File: src/rtl/cp0_regs.sv
// cp0_regs: MIPS-style coprocessor-0 register file (SR, Cause, EPC, PrID).
// Optional feature macro: CP0_COUNT_EN adds the Count/Compare timer (indices 9
// and 11) whose pending flag is ORed into the IP bit 15 position.
// Reset is asynchronous and active-high; dout and intreq are combinational
// views of registered state, and epc is the EPC register itself.
module cp0_regs (
   input  logic        clk,
   input  logic        rst,
   input  logic [4:0]  a,
   input  logic [31:0] din,
   input  logic [29:0] pc,
   input  logic [5:0]  hwint,
   input  logic        we,
   input  logic        exlset,
   input  logic        exlclr,
   output logic [31:0] dout,
   output logic [29:0] epc,
   output logic        intreq
);

   localparam int unsigned IDX_W  = 5;
   localparam int unsigned DATA_W = 32;
   localparam int unsigned PC_W   = 30;
   localparam int unsigned INT_W  = 6;

   localparam logic [IDX_W-1:0]  IDX_COUNT   = IDX_W'(9);
   localparam logic [IDX_W-1:0]  IDX_COMPARE = IDX_W'(11);
   localparam logic [IDX_W-1:0]  IDX_SR      = IDX_W'(12);
   localparam logic [IDX_W-1:0]  IDX_CAUSE   = IDX_W'(13);
   localparam logic [IDX_W-1:0]  IDX_EPC     = IDX_W'(14);
   localparam logic [IDX_W-1:0]  IDX_PRID    = IDX_W'(15);
   localparam logic [DATA_W-1:0] PRID_VALUE  = 32'h0000_0B01;

   // SR fields
   logic [INT_W-1:0] im;
   logic             exl;
   logic             ie;

   // Cause.IP as sampled from hwint, and the view including the timer flag
   logic [INT_W-1:0] ip;
   logic [INT_W-1:0] ip_eff;

   // Write decode
   logic wr_en;
   logic sr_wr;
   logic epc_wr;

`ifdef CP0_COUNT_EN
   logic [DATA_W-1:0] count;
   logic [DATA_W-1:0] compare;
   logic              ti;
   logic              count_wr;
   logic              compare_wr;
`endif

   // Register-write decode; exception entry suppresses any concurrent mtc0
   always_comb begin
      wr_en  = we & ~exlset;
      sr_wr  = wr_en & (a == IDX_SR);
      epc_wr = wr_en & (a == IDX_EPC);
`ifdef CP0_COUNT_EN
      count_wr   = wr_en & (a == IDX_COUNT);
      compare_wr = wr_en & (a == IDX_COMPARE);
`endif
   end

   // SR: exception entry sets EXL; eret clears EXL after any same-cycle mtc0
   always_ff @(posedge clk or posedge rst) begin
      if (rst) begin
         im  <= '0;
         exl <= 1'b0;
         ie  <= 1'b0;
      end else if (exlset) begin
         exl <= 1'b1;
      end else begin
         if (sr_wr) begin
            im  <= din[15:10];
            exl <= din[1];
            ie  <= din[0];
         end
         if (exlclr) begin
            exl <= 1'b0;
         end
      end
   end

   // IP: one register stage on the asynchronous interrupt lines
   always_ff @(posedge clk or posedge rst) begin
      if (rst) begin
         ip <= '0;
      end else begin
         ip <= hwint;
      end
   end

   // EPC: captured on exception entry, otherwise mtc0-writable
   always_ff @(posedge clk or posedge rst) begin
      if (rst) begin
         epc <= '0;
      end else if (exlset) begin
         epc <= pc;
      end else if (epc_wr) begin
         epc <= din[DATA_W-1:2];
      end
   end

`ifdef CP0_COUNT_EN
   // Count: free-running wrap-around counter, mtc0 load replaces the increment
   always_ff @(posedge clk or posedge rst) begin
      if (rst) begin
         count <= '0;
      end else if (count_wr) begin
         count <= din;
      end else begin
         count <= count + DATA_W'(1);
      end
   end

   // Compare: plain read/write register
   always_ff @(posedge clk or posedge rst) begin
      if (rst) begin
         compare <= '0;
      end else if (compare_wr) begin
         compare <= din;
      end
   end

   // TI: sticky timer match flag, acknowledged by rewriting Compare
   always_ff @(posedge clk or posedge rst) begin
      if (rst) begin
         ti <= 1'b0;
      end else if (compare_wr) begin
         ti <= 1'b0;
      end else if ((count == compare) && (compare != '0)) begin
         ti <= 1'b1;
      end
   end
`endif

   // Pending-interrupt view: timer flag shares the hwint[5] position
   always_comb begin
      ip_eff = ip;
`ifdef CP0_COUNT_EN
      ip_eff[INT_W-1] = ip[INT_W-1] | ti;
`endif
   end

   // Interrupt request from registered state only
   always_comb begin
      intreq = (|(ip_eff & im)) & ie & ~exl;
   end

   // mfc0 read mux, no read side effects
   always_comb begin
      dout = '0;
      case (a)
         IDX_SR:    dout = {16'h0000, im, 8'h00, exl, ie};
         IDX_CAUSE: dout = {16'h0000, ip_eff, 10'h000};
         IDX_EPC:   dout = {epc, 2'b00};
         IDX_PRID:  dout = PRID_VALUE;
`ifdef CP0_COUNT_EN
         IDX_COUNT:   dout = count;
         IDX_COMPARE: dout = compare;
`endif
         default:   dout = '0;
      endcase
   end

endmodule

File: config.mk
export PLATFORM = sky130hd
export DESIGN_NAME = cp0_regs
export DESIGN_NICKNAME = d
export VERILOG_FILES = /design/src/rtl/cp0_regs.sv
export SDC_FILE = /design/constraint.sdc
export NUM_CORES = 1
export LEC_CHECK = 0
export ABC_AREA = 1
export CORE_MARGIN = 2
export CORE_UTILIZATION = 43
export DETAILED_ROUTE_END_ITERATION = 10
export PLACE_DENSITY = 0.85
export SLEW_MARGIN = 20
export SYNTH_ARGS = -nofsm -noshare
export SYNTH_HDL_FRONTEND = slang
export SYNTH_SLANG_ARGS = --single-unit
File: constraint.sdc
create_clock -name clk -period 1.95 [get_ports clk]
set_input_delay 0.2925 -clock clk [delete_from_list [all_inputs] [get_ports clk]]
set_output_delay 0.2925 -clock clk [all_outputs]
set_load 0.01 [all_outputs]
Yosys cells after proc, flatten, opt, wreduce, memory -nomap -nowiden

Cells that the tools add are included.

Flip-flop bits (word level): 44
Input port bits: 78
Output and inout port bits: 63
Logic and storage cells: 27

Equality and inequality tests: 4
Multiplexer cells: 6
Bitwise gates (word level): 8
Reductions and logical operators: 4

Operators with widths:

| kind                 | number |
|---|---|
| $pmux W32 S4         | 1 |
| $mux W30             | 2 |
| $eq A5 B4 Y1 const B | 4 |
| $and A6 B6 Y6        | 1 |
| $reduce_or A6 Y1     | 1 |
| $and A1 B1 Y1        | 5 |
| $mux W1              | 3 |
| $reduce_bool A3 Y1   | 1 |
| $not A1 Y1           | 2 |
| $reduce_and A2 Y1    | 1 |
| $reduce_bool A2 Y1   | 1 |

Longest topological paths before layout

Gate-level depths: netlist (run 1).

Word-level depth: 6
Mapped depth: 7
Mapped depth without buffers: 6

Worst setup path before layout (run 1)

No wires, ideal clock.

Path kind: in2out
From: input port a[3]
To: output port dout[5]
Arrival: 1.070 ns
Required time: 1.657 ns
Slack: 0.588 ns
Cell stages on the path: 7
Path buffers: 1
Path through: nand2_2 -> inv_2 -> nand2_2 -> nor2_8 -> inv_2 -> buf_6 -> nor2_1

Word-level cells in the longest chain between the ends: 2
Elaborated cells between the ends (all ways): 5
Classes of those cells: eq/ne (4); mux (1)

RTL lines:

| element            | line | text |
|---|---|---|
| start: declaration | 9    | `input logic [4:0] a,` |
| $eq A5 B4 Y1       | 156  | `case (a)` |
| $pmux W32 S4 (*)   | 156  |  |
| end: declaration   | 16   | `output logic [31:0] dout,` |

Mark *: on every way between the ends. The rest lies on a longest branch, timed or not.

Worst setup path after layout (run 1)

From: input port a[0]
To: output port dout[11]

The elaborated chain is that of the path after synthesis.

==> key figures, run 1 <==
GRT
  – GR Util met2: around 45%
  – Grt total ovfl: 0
  – Met3 usage: 4.18%
  – Total GRT Usage: 24.8%
  – GRT met1 Usage: 28.6%
  – Largest net degree at the start of global routing: 29
  – Busiest grt layer: met2
  – Vias in the first global route: 2,826
  – Initial antenna violation count: 0
  – First-pass GRT wire length: 12.7 mm

CTS
  – TritonCTS Buffers: 5
  – Clk_lat worst skew: between 0.2 and 0.3 ns
  – Root Driver: clkbuf_8
  – Clock Path Buffers: 2
  – H-tree depth: 2
  – CTS Sinks: 44
  – Post-CTS Hold Buffers: 0
  – CTS tree: built
  – Clock transition at path regs: around 0.09 ns

Drt
  – Residual DRC: 0
  – DR WL/cell: 14.1 um
  – Total number of vias: 2,956
  – Detailed Routing Iterations Pass 1: 4
  – DR iter-0 viols: 146
  – Avg Vias per Cell: 4.95
  – Detail Route Antenna Nets: 0
  – Routed WL: 8.43 mm

Logic synthesis
  – Netlist Area Pre-Place: 2620 um^2
  – Syn nets: 449
  – Proportion of synthesized chip area in sequential cells: 42.0%
  – Post-synthesis mux area share: 0%
  – Synth unique cells: 17
  – Simple-gate share of the synthesized area: 43.0%
  – Xor/xnor share of the synthesized area: 0%
  – Synth Area in Compound Gates: between 3 and 4%
  – Synth warn: 0
  – Register bit total from synthesis: 44
  – Cells after Synth: 371
  – Largest family of logic cells by synthesized area: simple AND/OR/NAND/NOR gates
  – Adder-Cell Fraction of Synth Area: 0%
  – Syn_area_per_cell: 7.07 um^2

Place
  – Dpl hpwl: ~6.3 mm
  – Area after DPL: about 4200 um^2
  – Place WS: -0.377 ns
  – Buffers on Ports: 140
  – Gp weighted congestion: 0.910

Timing
  – Slew margin rel.: 69.1%
  – Post-layout min period: 1.89 ns
  – Clock skew: 0 ns
  – Final setup violation count: 0
  – Setup TNS: 0 ns
  – Final WS setup: 0.0613 ns
  – Fmax: 529 MHz
  – Fin crit share: 96.9%
  – RSZ-0062 raised after global routing: false
  – Final hold violations: 0
  – Hold WS: 0.327 ns
  – Max-slew violations: 0
  – Worst-Margin Slew: between 0.4 and 0.5 ns

Cells and area
  – Share of layout cells above drive strength 1: 14.8%
  – Nets@finish: 599
  – Commonest non-fill, non-tap cell in the layout: nand2_1
  – Most frequent cells in the layout: nand2_1, clkdlybuf4s50_1, nand3_1, dfrtp_1, inv_1
  – Design area: 4380 um^2
  – Diode count: 0
  – Layout area overhead: 67.1%

Die
  – Die Span X: slightly above 80 um
  – IO Count: between 100 and 150
  – DIE AREA: just under 7000 um^2
  – Area of the core: 5920 um^2
  – Row count: 28
  – Die Height: roughly 82 um
  – Initial Util: 44.3%

Setup path
  – CP Max Fanout: 6
  – Crit. End Element: output pin
  – Required @ worst endpoint: 1.66 ns
  – Data arrival, critical path: 1.60 ns
  – Setup CP Type: primary input to output pin
  – Setup crit start kind: primary input

Power
  – Power per cell area: 579 nW/um^2
  – Final Power: 2540 uW
  – Leak pwr: around 0.0023 uW
  – Maximum vdd drop: 395 uV

Status
  – Status: completed

Hold path
  – Hold Crit Class: primary input to async pin

Flow run
  – Max-Cap Viols: 0
==> routing by layer <==
layer  wire, um  vias to the layer above  part of all wire, %
li1           -                     1441                    -
met1       3390                     1364                   40
met2       4250                      129                   50
met3        516                       22                  6.1
met4        278                        0                  3.3
met5          0                        -                    0
==> path summary, 6_finish.rpt <==
| path | endpoint | slack, ns | from | cells after the start |
|---|---|---|---|---|
| setup / recovery | dout[11] | 0.06 | a[0] | 6 |
| max in group asynchronous | epc[18] | 1.13 | rst | 3 |
| hold reg to reg | im[5] | 0.52 | im[5] | 2 |
| setup reg to reg | exl | 1.16 | exl | 4 |
| min in group clk | ip[2] | 0.43 | hwint[2] | 1 |
| hold / removal | epc[6] | 0.33 | rst | 2 |
==> metrics by stage <==
| step | std cells | utilization [%] |
|---|---|---|
| finish | 597 | 74.0 |
| global route | 597 | 74.0 |
| CTS | 597 | 74.2 |
| detailed placement | 586 | 71.0 |
| global placement | 586 | 71.0 |
| floorplan | 371 | - |
==> Yosys cell counts <==
cell / instances / area share [%]
inv_1: 36 / 5.2
buf_2: 11 / 2.1
nor2_1: 7 / 1.0
nor2_2: 21 / 5.0
inv_2: 3 / 0.43
nand2_2: 3 / 0.72
buf_1: 3 / 0.43
o21ai_2: 7 / 2.3
dfrtp_1: 44 / 42
buf_6: 7 / 3.0
nor2_8: 2 / 1.5
nand2_1: 163 / 23
o21ai_0: 8 / 1.5
nand4_1: 7 / 1.7
nor3_1: 2 / 0.38
nand3_1: 45 / 8.6
nand3_2: 2 / 0.76
==> layout make-up <==
| class | instances | area, um^2 |
|---|---|---|
| inverter | 39 | 151 |
| fill | 472 | 1540 |
| clock inverter | 1 | 30.0 |
| sequential | 44 | 1100 |
| clock buffer | 7 | 96.3 |
| tap | 75 | 93.8 |
| timing repair buffer | 164 | 1670 |
| multi-input combinational | 267 | 1240 |
==> sequential cells by signal, summed over array words and instances, names as in the netlist <==
register and cells:
epc 30, exl 1, ie 1, im 6, ip 6
==> kinds of logic after synthesis <==
kind of cell           after synthesis
AO/OA/AOI/OAI                       15
buffers and inverters               60
flip-flops                          44
AND/OR/NAND/NOR                    252
==> critical path: stages <==
cell and delay (ns):
clkdlybuf4s50_1 0.47, buf_6 0.15, buf_4 0.16, nand4_1 0.11
nand3_1 0.13, dlygate4sd2_1 0.28
==> timing repair <==
item / CTS / global route
gates resized for setup: 49 / 9
pin swaps: 5 / 1
endpoints found under the hold margin: 0 / 0
gates cloned: 2 / 0
buffers inserted: 1 / 0
endpoints found under the setup margin: 33 / 12
==> power breakdown <==
| group | switching [uW] | internal, uW |
|---|---|---|
| clock network | 307 | 452 |
| registers | 82.6 | 1000 |
| logic | 304 | 385 |
(Power assumes the default switching activity.)
==> run 2: changes to the inputs <==
--- a/config.mk
+++ b/config.mk
@@ -9,7 +9,7 @@
 export CORE_MARGIN = 2
 export CORE_UTILIZATION = 43
 export DETAILED_ROUTE_END_ITERATION = 10
-export PLACE_DENSITY = 0.85
+export PLACE_DENSITY = 0.95
 export SLEW_MARGIN = 20
 export SYNTH_ARGS = -nofsm -noshare
 export SYNTH_HDL_FRONTEND = slang
==> key figures, run 2 (synthesis gave the netlist of run 1 again) <==
GRT
  – Initial antenna violation count: 0 (unchanged)
  – Grt total ovfl: 0 (unchanged)
  – Vias in the first global route: 2,886 (was 2,826)
  – First-pass GRT wire length: 13.0 mm (was 12.7 mm)
  – Largest net degree at the start of global routing: 45 (was 29)
  – Total GRT Usage: 25.4% (was 24.8%)

Die
  – IO Count: 141 (unchanged)
  – DIE AREA: 6740 um^2 (unchanged)
  – Initial Util: 44.3% (unchanged)
  – Area of the core: 5920 um^2 (unchanged)
  – Die Span X: 82.1 um (unchanged)
  – Die Height: 82.1 um (unchanged)
  – Row count: 28 (unchanged)

Timing
  – Final hold violations: 0 (unchanged)
  – Fin crit share: 98.9% (was 96.9%)
  – Worst-Margin Slew: 0.425 ns (was 0.463 ns)
  – RSZ-0062 raised after global routing: true (was false)
  – Post-layout min period: 1.93 ns (was 1.89 ns)
  – Final setup violation count: 0 (unchanged)
  – Fmax: 519 MHz (was 529 MHz)
  – Clock skew: 0 ns (unchanged)
  – Max-slew violations: 0 (unchanged)
  – Hold WS: 0.347 ns (was 0.327 ns)
  – Slew margin rel.: 71.6% (was 69.1%)
  – Final WS setup: 0.0218 ns (was 0.0613 ns)

Drt
  – Avg Vias per Cell: 5.00 (was 4.95)
  – DR WL/cell: 14.1 um (about the same)
  – Residual DRC: 0 (unchanged)
  – Detail Route Antenna Nets: 0 (unchanged)
  – Total number of vias: 2,978 (was 2,956)
  – Detailed Routing Iterations Pass 1: 5 (was 4)
  – DR iter-0 viols: 182 (was 146)
  – Routed WL: 8.42 mm (was 8.43 mm)

Setup path
  – CP Max Fanout: 5 (was 6)
  – CP max-delay cell: clkdlybuf4s50_1 (unchanged)
  – Data arrival, critical path: 1.64 ns (was 1.60 ns)
  – CP cell instances: clkdlybuf4s50_1, nor2_2, nand2_2, nor2_8, inv_2, buf_4, nor2_2, clkdlybuf4s15_1 (was clkdlybuf4s50_1, buf_6, buf_4, nand4_1, nand3_1, dlygate4sd2_1)
  – Max incr delay on CP: 0.45 ns (was 0.47 ns)
  – Required @ worst endpoint: 1.66 ns (about the same)
  – Crit. End Element: output pin (unchanged)
  – Setup crit start kind: primary input (unchanged)
  – Crit-path most repeated cell: nor2_2
  – Worst path bufs/invs: 4 (unchanged)
  – Setup CP Type: primary input to output pin (unchanged)
  – Delay-heaviest family, CP: buffers and inverters (unchanged)
  – Flop-to-flop setup slack: 1.09 ns (was 1.16 ns)

CTS
  – Root Driver: clkbuf_8 (unchanged)
  – Clock transition at path regs: 0.09 ns (about the same)
  – CTS Sinks: 44 (unchanged)
  – CTS tree: built (unchanged)
  – Post-CTS Hold Buffers: 0 (unchanged)
  – TritonCTS Buffers: 5 (unchanged)
  – H-tree depth: 2 (unchanged)
  – Clk_lat worst skew: 0.29 ns (about the same)
  – Clock Path Buffers: 2 (unchanged)

Cells and area
  – Commonest non-fill, non-tap cell in the layout: nand2_1 (unchanged)
  – Design area: 4180 um^2 (was 4380 um^2)
  – Largest Register: epc (unchanged)
  – Max reg flops: 30 (unchanged)
  – Most frequent cells in the layout: nand2_1, clkdlybuf4s50_1, nand3_1, dfrtp_1, inv_1 (unchanged)
  – Layout area overhead: 59.6% (was 67.1%)
  – Nets@finish: 598 (was 599)
  – Diode count: 0 (unchanged)
  – Biggest regs: epc (30), im (6), ip (6) (unchanged)
  – Share of layout cells above drive strength 1: 19.0% (was 14.8%)

Power
  – Maximum vdd drop: 313 uV (was 395 uV)
  – Power per cell area: 588 nW/um^2 (was 579 nW/um^2)
  – Final Power: 2460 uW (was 2540 uW)
  – Leak pwr: 0.00218 uW (was 0.00235 uW)

Place
  – Buffers on Ports: 140 (unchanged)
  – Dpl hpwl: 6.35 mm (was 6.28 mm)
  – Place WS: -0.422 ns (was -0.377 ns)
  – Gp weighted congestion: 0.878 (was 0.910)
  – Area after DPL: 4190 um^2 (was 4200 um^2)

Hold path
  – Hold Crit Class: primary input to async pin (unchanged)

Flow run
  – Max-Cap Viols: 0 (unchanged)

Status
  – Status: completed (unchanged)
==> run 2: cell count changes in the layout (fill, tap and decap cells not counted), moves of 2 or more <==
cell | previous run | this run
nor2_2 | 19 | 21
clkinv_4 | 0 | 2
dlymetal6s2s_1 | 2 | 0
clkbuf_2 | 3 | 25
buf_12 | 7 | 5
buf_4 | 14 | 18
nor2_4 | 2 | 0
clkdlybuf4s50_1 | 103 | 106
clkbuf_8 | 7 | 5
dlygate4sd2_1 | 28 | 4
buf_6 | 2 | 0
==> run 2: area by class of cell <==
type / count / area, um^2
Timing Repair Buffer: 163 / 1500
Fill cell: 482 / 1740
Inverter: 39 / 146
Clock buffer: 5 / 68.8
Sequential cell: 44 / 1100
Multi-Input combinational cell: 267 / 1230
Clock inverter: 3 / 47.5
Tap cell: 75 / 93.8
==> run 2: path summary, 6_finish.rpt <==
kind                           from       end  depth (start not counted)
min in group clk           hwint[5]     ip[5]                          1
hold / removal                  rst     ip[2]                          3
max in group asynchronous       rst   epc[25]                          3
setup / recovery               a[4]  dout[18]                          8
setup reg to reg                exl       exl                          4
hold reg to reg                  ie        ie                          2
==> run 2: power by group <==
part,total [uW],switching [uW],internal (uW)
combinational,684,306,377
clock,693,308,386
sequential,1080,78.5,1000
total,2460,693,1770
==> run 2: through the flow <==
stage,TNS (ns),instances,utilization [%]
global route,-0.112,596,70.7
floorplan,0,371,-
CTS,0,594,72.4
finish,0,596,70.7
global placement,-9.71,586,70.8
detailed placement,-11.79,586,70.8
==> run 2: per-layer routing <==
layer  GRT usage, %  vias up  part of all wire [%]  routed length, um
met5              0        -                     0                  0
met4           8.17        0                   2.2                183
met3           5.82       24                   8.6                720
li1               -     1433                     -                  -
met1           27.7     1357                    37               3110
met2           48.0      164                    52               4410
==> run 2: what timing repair did <==
item	4_1_cts	5_1_grt
endpoints found under the hold margin	0	0
pin swaps	1	1
setup endpoints to repair	33	31
setup buffers	0	2
gates resized for setup	62	33
==> run 2: tightest hold or removal path: stages <==
cell             delay, ns
clkdlybuf4s50_1       0.41
inv_2                 0.07
buf_12                0.24
